`config.mk`:
```
export PLATFORM = sky130hd
export DESIGN_NAME = bin2bcd_seq_flat
export DESIGN_NICKNAME = d
export VERILOG_FILES = /design/src/rtl/bin2bcd_seq_if.sv /design/src/rtl/bin2bcd_seq.sv /design/src/flat_wrapper.sv
export SDC_FILE = /design/constraint.sdc
export NUM_CORES = 1
export LEC_CHECK = 0
export ABC_AREA = 1
export BUFFER_PORTS_ARGS = -buffer_cell sky130_fd_sc_hd__buf_4
export CAP_MARGIN = 10
export CORE_ASPECT_RATIO = 1.1
export CORE_UTILIZATION = 50
export CTS_CLUSTER_SIZE = 12
export DETAILED_ROUTE_END_ITERATION = 6
export GPL_TIMING_DRIVEN = 0
export HOLD_SLACK_MARGIN = 0.03
export PLACE_DENSITY = 0.73
export SYNTH_ARGS = -nofsm -noshare
export SYNTH_HDL_FRONTEND = slang
export SYNTH_SLANG_ARGS = --single-unit
export TNS_END_PERCENT = 20
```
`constraint.sdc`:
```
create_clock -name clk -period 1.2 [get_ports clk]
set_input_delay 0.24 -clock clk [delete_from_list [all_inputs] [get_ports clk]]
set_output_delay 0.24 -clock clk [all_outputs]
set_load 0.03 [all_outputs]
```
`src/rtl/bin2bcd_seq_if.sv`:
```
`default_nettype none
// ============================================================================
//  Module      : bin2bcd_seq_if
//  Description : Start/operand and result bundle for the sequential
//                binary-to-BCD converter. The master side drives the start
//                request and operand. The slave side (the converter) returns
//                the packed BCD digits, status and blanking flags.
//  Revision    : 1.0 - initial release
// ============================================================================
interface bin2bcd_seq_if #(
    parameter int BIN_W  = 6,
    parameter int DIGITS = 2
);
    logic                  init;
    logic [BIN_W-1:0]      bin;
    logic [4*DIGITS-1:0]   bcd;
    logic                  busy;
    logic                  done;
    logic [DIGITS-1:0]     blank;

    // Requester side: the upstream multiplier or a testbench.
    modport master (
        output init,
        output bin,
        input  bcd,
        input  busy,
        input  done,
        input  blank
    );

    // Converter side.
    modport slave (
        input  init,
        input  bin,
        output bcd,
        output busy,
        output done,
        output blank
    );
endinterface
`default_nettype wire

```
`src/rtl/bin2bcd_seq.sv`:
```
`default_nettype none
// ============================================================================
//  Module      : bin2bcd_seq
//  Description : Iterative double-dabble (shift-and-add-3) binary-to-BCD
//                converter. Each input bit takes one adjust cycle and one
//                shift cycle. The result and a one-cycle done pulse appear on
//                the final shift edge.
//                Optional leading-zero blanking is enabled by defining the
//                macro BIN2BCD_LZB_EN. Without that macro the blank flags are
//                tied to zero.
//  Revision    : 1.0 - initial release
// ============================================================================
module bin2bcd_seq #(
    parameter int BIN_W  = 6,
    parameter int DIGITS = 2
) (
    input  wire logic      clk,
    input  wire logic      rst,
    bin2bcd_seq_if.slave   bus
);

    localparam int c_SH_W  = 4 * DIGITS + BIN_W;
    localparam int c_CNT_W = $clog2(BIN_W + 1);
    localparam logic [c_CNT_W-1:0] c_CNT_INIT = c_CNT_W'(BIN_W);
    localparam logic [c_CNT_W-1:0] c_CNT_ONE  = c_CNT_W'(1);

    typedef enum logic [1:0] {
        ST_IDLE  = 2'd0,
        ST_ADJ   = 2'd1,
        ST_SHIFT = 2'd2,
        ST_DONE  = 2'd3
    } state_t;

    state_t                 r_state;
    logic [c_SH_W-1:0]      r_sh;
    logic [c_CNT_W-1:0]     r_cnt;
    logic [4*DIGITS-1:0]    r_bcd;
    logic                   r_busy;
    logic                   r_done;

    logic [c_SH_W-1:0]      w_sh_adj;
    logic [c_SH_W-1:0]      w_sh_next;
    logic [4*DIGITS-1:0]    w_bcd_next;

    // The binary part passes through the adjust step untouched.
    assign w_sh_adj[BIN_W-1:0] = r_sh[BIN_W-1:0];

    // Each scratch BCD nibble is corrected independently. A nibble of 5..9
    // becomes 8..12, so the following shift carries into the next digit.
    for (genvar i = 0; i < DIGITS; i++) begin : g_adj
        logic [3:0] w_nib;
        assign w_nib = r_sh[BIN_W + 4*i +: 4];
        assign w_sh_adj[BIN_W + 4*i +: 4] = (w_nib >= 4'd5) ? (w_nib + 4'd3) : w_nib;
    end

    // The shift moves the next binary MSB into the BCD units digit.
    assign w_sh_next  = {r_sh[c_SH_W-2:0], 1'b0};
    assign w_bcd_next = w_sh_next[c_SH_W-1:BIN_W];

`ifdef BIN2BCD_LZB_EN
    logic [DIGITS-1:0] r_blank;
    logic [DIGITS-1:0] w_blank_next;
    logic              w_hz;

    // Scan from the most significant digit downward. A digit blanks only
    // while it and everything above it are zero. The units digit never
    // blanks, so a zero result still shows "0".
    always_comb begin
        w_blank_next = '0;
        w_hz         = 1'b1;
        for (int i = DIGITS - 1; i >= 1; i--) begin
            w_hz            = w_hz & (w_bcd_next[4*i +: 4] == 4'd0);
            w_blank_next[i] = w_hz;
        end
    end

    assign bus.blank = r_blank;
`else
    assign bus.blank = '0;
`endif

    // Conversion FSM. All outputs are registered here.
    always_ff @(posedge clk) begin
        if (rst) begin
            r_state <= ST_IDLE;
            r_sh    <= '0;
            r_cnt   <= '0;
            r_bcd   <= '0;
            r_busy  <= 1'b0;
            r_done  <= 1'b0;
`ifdef BIN2BCD_LZB_EN
            r_blank <= '0;
`endif
        end else begin
            case (r_state)
                ST_IDLE: begin
                    r_done <= 1'b0;
                    if (bus.init) begin
                        r_sh    <= {{(4*DIGITS){1'b0}}, bus.bin};
                        r_cnt   <= c_CNT_INIT;
                        r_busy  <= 1'b1;
                        r_state <= ST_ADJ;
                    end
                end
                ST_ADJ: begin
                    r_sh    <= w_sh_adj;
                    r_state <= ST_SHIFT;
                end
                ST_SHIFT: begin
                    r_sh  <= w_sh_next;
                    r_cnt <= r_cnt - c_CNT_ONE;
                    if (r_cnt == c_CNT_ONE) begin
                        r_bcd   <= w_bcd_next;
                        r_done  <= 1'b1;
`ifdef BIN2BCD_LZB_EN
                        r_blank <= w_blank_next;
`endif
                        r_state <= ST_DONE;
                    end else begin
                        r_state <= ST_ADJ;
                    end
                end
                ST_DONE: begin
                    // A start request seen here is dropped on purpose. The
                    // caller must pulse init again once the converter is idle.
                    r_done  <= 1'b0;
                    r_busy  <= 1'b0;
                    r_state <= ST_IDLE;
                end
                default: begin
                    r_done  <= 1'b0;
                    r_busy  <= 1'b0;
                    r_state <= ST_IDLE;
                end
            endcase
        end
    end

    assign bus.bcd  = r_bcd;
    assign bus.busy = r_busy;
    assign bus.done = r_done;

endmodule
`default_nettype wire

```
`src/flat_wrapper.sv`:
```
// flat-port wrapper written by rule: the top's interface ports become plain ports
module bin2bcd_seq_flat 
#(
    parameter int BIN_W  = 6,
    parameter int DIGITS = 2
)
  (clk, rst, bus_init, bus_bin, bus_bcd, bus_busy, bus_done, bus_blank);
  bin2bcd_seq_if #(.BIN_W(BIN_W), .DIGITS(DIGITS)) bus_i ();
  input  wire logic clk;
  input  wire logic rst;
  input wire logic [$bits(bus_i.init)-1:0] bus_init;
  input wire logic [$bits(bus_i.bin)-1:0] bus_bin;
  output wire logic [$bits(bus_i.bcd)-1:0] bus_bcd;
  output wire logic [$bits(bus_i.busy)-1:0] bus_busy;
  output wire logic [$bits(bus_i.done)-1:0] bus_done;
  output wire logic [$bits(bus_i.blank)-1:0] bus_blank;
  assign bus_i.init = bus_init;
  assign bus_i.bin = bus_bin;
  assign bus_bcd = bus_i.bcd;
  assign bus_busy = bus_i.busy;
  assign bus_done = bus_i.done;
  assign bus_blank = bus_i.blank;
  bin2bcd_seq #(.BIN_W(BIN_W), .DIGITS(DIGITS)) u_core (.clk(clk), .rst(rst), .bus(bus_i));
endmodule
```
Yosys cells after proc, flatten, opt, wreduce, memory -nomap -nowiden
Cells that the tools add are included.
- magnitude comparators: 2
- bitwise gates (word level): 1
- add/subtract/negate cells: 3
- mux-type cells: 13
- reduce and logical (&&, ||, !) cells: 13
- equal/unequal tests: 8
- operator list (kind ; count):
    14-bit one-hot mux with 3 select lines ; 1
    14-bit 2-to-1 mux ; 1
    3-bit AND reduction ; 3
    4-bit by 2-bit adder with 4-bit output, second input constant ; 2
    4-bit by 3-bit greater-or-equal comparator with 1-bit output, second input constant ; 2
    4-bit 2-to-1 mux ; 2
    2-bit one-hot mux with 4 select lines ; 1
    2-bit AND reduction ; 4
    2-bit by 1-bit inequality test with 1-bit output, second input constant ; 3
    3-bit one-hot mux with 2 select lines ; 1
    2-bit nonzero test ; 3
    2-bit equality test, second input constant ; 2
    2-bit 2-to-1 mux ; 2
    1-bit one-hot mux with 2 select lines ; 2
    3-bit by 1-bit equality test with 1-bit output, second input constant ; 1
    3-bit 2-to-1 mux ; 1
    3-bit nonzero test ; 1
    3-bit by 1-bit subtractor with 3-bit output, second input constant ; 1
    2-bit by 1-bit equality test with 1-bit output, second input constant ; 1
    2-bit logical NOT ; 1
    1-bit 2-to-1 mux ; 2
    2-bit inequality test, second input constant ; 1
    2-bit OR reduction ; 1
    1-bit NOT ; 1
- register bits after elaboration: 29
- output and inout port bits: 12
- input port bits: 9

Depth between registers and ports, before layout
- depth in word-level cells: 4
- mapped depth: 9

Worst setup path after synthesis
OpenSTA, ideal clock, no wires.
- kind: reg-to-reg
- from: register u_core.r_state[0]
- to: register u_core.r_sh[10]
- stages on the path, launching flop included: 10
- data required time: 1131 ps
- data arrival time: 1303 ps
- slack: -171 ps
- clock period less this slack: 1371 ps
- setup time: 69 ps
- cells stage by stage: dfxtp_1 > inv_1 > ha_1 > inv_2 > nor2_4 > nor2_8 > nand2_4 > nor2_2 > nand2_1 > a21oi_2
- longest elaborated chain between the ends: 3
- ends and longest elaborated chain (what ; line ; text):
    start, declared ; bin2bcd_seq.sv:34 ; state_t r_state;
    start signal, assigned ; bin2bcd_seq.sv:85 ; r_state <= ST_IDLE;
    start signal, assigned ; bin2bcd_seq.sv:102 ; r_state <= ST_ADJ;
    start signal, assigned ; bin2bcd_seq.sv:107 ; r_state <= ST_SHIFT;
    2-bit by 1-bit equality test with 1-bit output (tied with other cells) ; bin2bcd_seq.sv:95 ; case (r_state)
    2-bit by 1-bit inequality test with 1-bit output (no source line) (tied with other cells) ; - ;
    3-bit AND reduction (no source line) ; - ;
    end signal, assigned ; bin2bcd_seq.sv:99 ; r_sh <= {{(4*DIGITS){1'b0}}, bus.bin};
    end signal, assigned ; bin2bcd_seq.sv:106 ; r_sh <= w_sh_adj;
    end signal, assigned ; bin2bcd_seq.sv:110 ; r_sh <= w_sh_next;
    end, declared ; bin2bcd_seq.sv:35 ; logic [c_SH_W-1:0] r_sh;
Several ways; a longest one is shown, not always the timed one.
A chain may end at the register's enable or synchronous reset.

Worst setup path after layout
- from: register u_core.r_state[0]
- to: register u_core.r_sh[13]
The elaborated chain is that of the path after synthesis.

==> qor.yml <==
clkTransAtPathRegs_ns: 0.09
syn_to_final_growth_pct: 29.8
rsz0062_at_grt: "yes"
drv_cap: 0
max_freq_mhz: 718
r2r_cells: 9
wl_met2_um: 1760
gr-usage-all-layers: 0.217
antenna_found_initial: 0
hold_viol_final: 0
status: "finished, violations left"
syn_area_mm2: 0.00161
die-width_um: 56.1
hold_path_depth: 2
drc_errors: 0
routed_wl_um: 3540
drt-wirelength-per-cell_um: 12.2
postSynthAreaPerCell_um2: 7.31
fin_ws_ns: -0.193
yosysSeqAreaShare: 0.361
placementRows: 21
skew_ns: 0.00140
routed-wl-met3_um: 105
maxUsedRoutingLayer: "met4"
endpoint_kind: "flip-flop"
synth_top_family_by_area: "simple AND/OR/NAND/NOR gates"
tritoncts.num_buffers: 5
dieArea_mm2: 0.00345
yosys-top-cells-area: "dfxtp_1, nand2_1, ha_1, nor2_1, a21oi_1"
cts_tree: "done"
synth_compound_area_frac: 0.153
ir_drop_v: 0.00119
slew_headroom: 0.582
synthAdderAreaFrac: 0.0856
finalNetCount: 277
vias: 1464
final_area_mm2: 0.00209
placed_area_mm2: 0.00188
critPathSlowestCell: "dfxtp_4"
yosys.cell_types.count: 28
diodes: 0
dp_cells: 273
arrival_ns: 1.66
overflow: 0
final_layout_size_suffix_gt1_frac: 0.362
initial_utilization: 0.528
clock-root-buffer: "clkbuf_4"
cts_sinks: 29
slowest_delay_ns: 0.41
fin_cells: 291
grt_max_degree: 11
vias_per_cell: 5.03
gp_congestion: 0.826
fin_util: 0.685
cp_max_fo: 5
critPathKind: "flip-flop to flip-flop"
cts_htree_levels: 2
pwr_density_cell_mw_per_mm2: 1550
wirelength_met1_um: 1620
critPathRequiredTime_ns: 1.47
synth_largest_area_cell: "dfxtp_1"
synthXorXnorAreaFrac: 0.00545
hold_path.class: "input pin to flip-flop"
num_io_pins: 21
post-route-period-util: 1.16
syn_inst: 220
violations: "setup timing"
grt_pass1_vias: 1285
ys_ff_latch: 29
post-route-min-period_ns: 1.39
core_mm2: 0.00305
drtAntennaViolNets: 0
die-height_um: 61.5
port_buffers: 18
drt-initial-drc-count: 43
yosys.area_share.simple: 0.310
finalSetupTns_ns: -2.87
worstMarginPinSlew_ns: 0.627
path_common_cell: "nor2_4"
yosys_warnings: 0
drv_slew: 0
first_pass_iters: 4
dpl.hpwl_um: 2280
p_leak_nw: 0.891
worstPathCellList: "inv_6 -> ha_4 -> inv_2 -> nor2_4 -> nor2_8 -> nand2_4 -> nor2_4 -> nand2_1 -> a21oi_2"
cts_buffer_depth: 2
finalSetupViolCount: 27
grt_pass1_wl_um: 5640
startpoint_type: "flip-flop"
synth.area.mux_share: 0
insertion_delay_ns: 0.33
fin_hold_ws_ns: 0.0821
yosys.area.top_type_share: 0.361
per-stage QoR:
| stage | worst slack, ns | power [mW] |
|---|---|---|
| global placement | -0.221 | 2.41 |
| CTS | -0.163 | 3.18 |
| floorplan | -0.0764 | 2.19 |
| global route | -0.250 | 3.43 |
| detailed placement | -0.243 | 2.42 |
| finish | -0.193 | 3.23 |
cell type report:
class / count / area, µm²
buffer: 8 / 51.3
clock buffer: 7 / 55.1
fill: 266 / 961
inverter: 21 / 96.3
multi-input combinational: 162 / 1000
sequential: 29 / 599
tap: 34 / 42.5
timing repair buffer: 30 / 241
worst paths after layout:
path	startpoint	end	slack [ns]
max	u_core.r_state[0]	u_core.r_sh[13]	-0.19
min	rst	u_core.bus.busy	0.08
max reg2reg	u_core.r_state[0]	u_core.r_sh[13]	-0.19
min reg2reg	u_core.bus.bcd[1]	u_core.bus.bcd[1]	0.47
critical path: cells and delay by family, from the launching register on:
kind,cells,cell delay [ns]
AO/OA/AOI/OAI,1,0.12
adder cells (fa/ha/maj),1,0.19
buffers and inverters,2,0.13
flip-flops,1,0.41
AND/OR/NAND/NOR,5,0.48
per-layer routing:
layer	vias to the layer above	GRT usage
li1	775	-
met3	5	0.0567
met5	-	0
met2	19	0.403
met4	0	0.0836
met1	665	0.243
timing repair:
| item | in CTS | in global routing |
|---|---|---|
| hold buffers | 0 | 0 |
| endpoints found under the setup margin | 28 | 29 |
| gates resized for setup | 13 | 12 |
| pin swaps | 14 | 4 |
| setup buffers | 8 | 3 |
| cloned | 1 | 0 |
power by group:
part / switching (mW) / internal, mW / total (mW)
sequential: 0.108 / 1.10 / 1.21
clock: 0.346 / 0.276 / 0.622
combinational: 0.831 / 0.573 / 1.40
cells by family (layout without fill, tap and decap cells):
group                      Yosys count  after routing
buffers and inverters               30             66
DFF                                 29             29
and+or+nand+nor                    108            108
AOI/OAI and AO/OA                   40             40
other                                1              2
adders and majority gates           11             11
xor gates and xnor gates             1              1
cells in the mapped netlist:
| cell | count |
|---|---|
| nor2_8 | 1 |
| nand3_1 | 9 |
| nor3_1 | 3 |
| o21ai_0 | 7 |
| a21oi_1 | 14 |
| a211oi_1 | 3 |
| xor2_1 | 1 |
| o21ai_2 | 1 |
| buf_2 | 3 |
| nor2_1 | 19 |
| nand3_2 | 3 |
| o21ai_1 | 4 |
| inv_4 | 1 |
| nand2_2 | 1 |
| buf_4 | 4 |
| nand2_1 | 64 |
| clkbuf_1 | 1 |
| buf_1 | 1 |
| nand2_4 | 2 |
| nor2_2 | 4 |
| dfxtp_1 | 29 |
| o22ai_1 | 3 |
| inv_2 | 3 |
| a21oi_2 | 8 |
| ha_1 | 11 |
| conb_1 | 1 |
| inv_1 | 17 |
| nor2_4 | 2 |
cell usage in the layout (no fill, tap or decap), types with 4 or more instances in the layout:
master and n:
nor2_2 4, nand2_2 4, inv_2 4, clkbuf_4 5, ha_4 4, inv_1 12, ha_1 7, nand2_1 60
nor2_1 16, o21ai_1 7, o21ai_0 4, dfxtp_1 22, buf_4 31, dfxtp_4 4, a21oi_2 9, nor2_4 5
a21oi_1 13, nand3_1 9
flip-flops by register name (all words and copies together) (netlist names):
signal and flops:
u_core.bus.bcd 8, u_core.bus.done 1, u_core.r_state 2, u_core.r_cnt 3, u_core.bus.busy 1, u_core.r_sh 14
No activity file was read; power rests on OpenSTA's default activity.
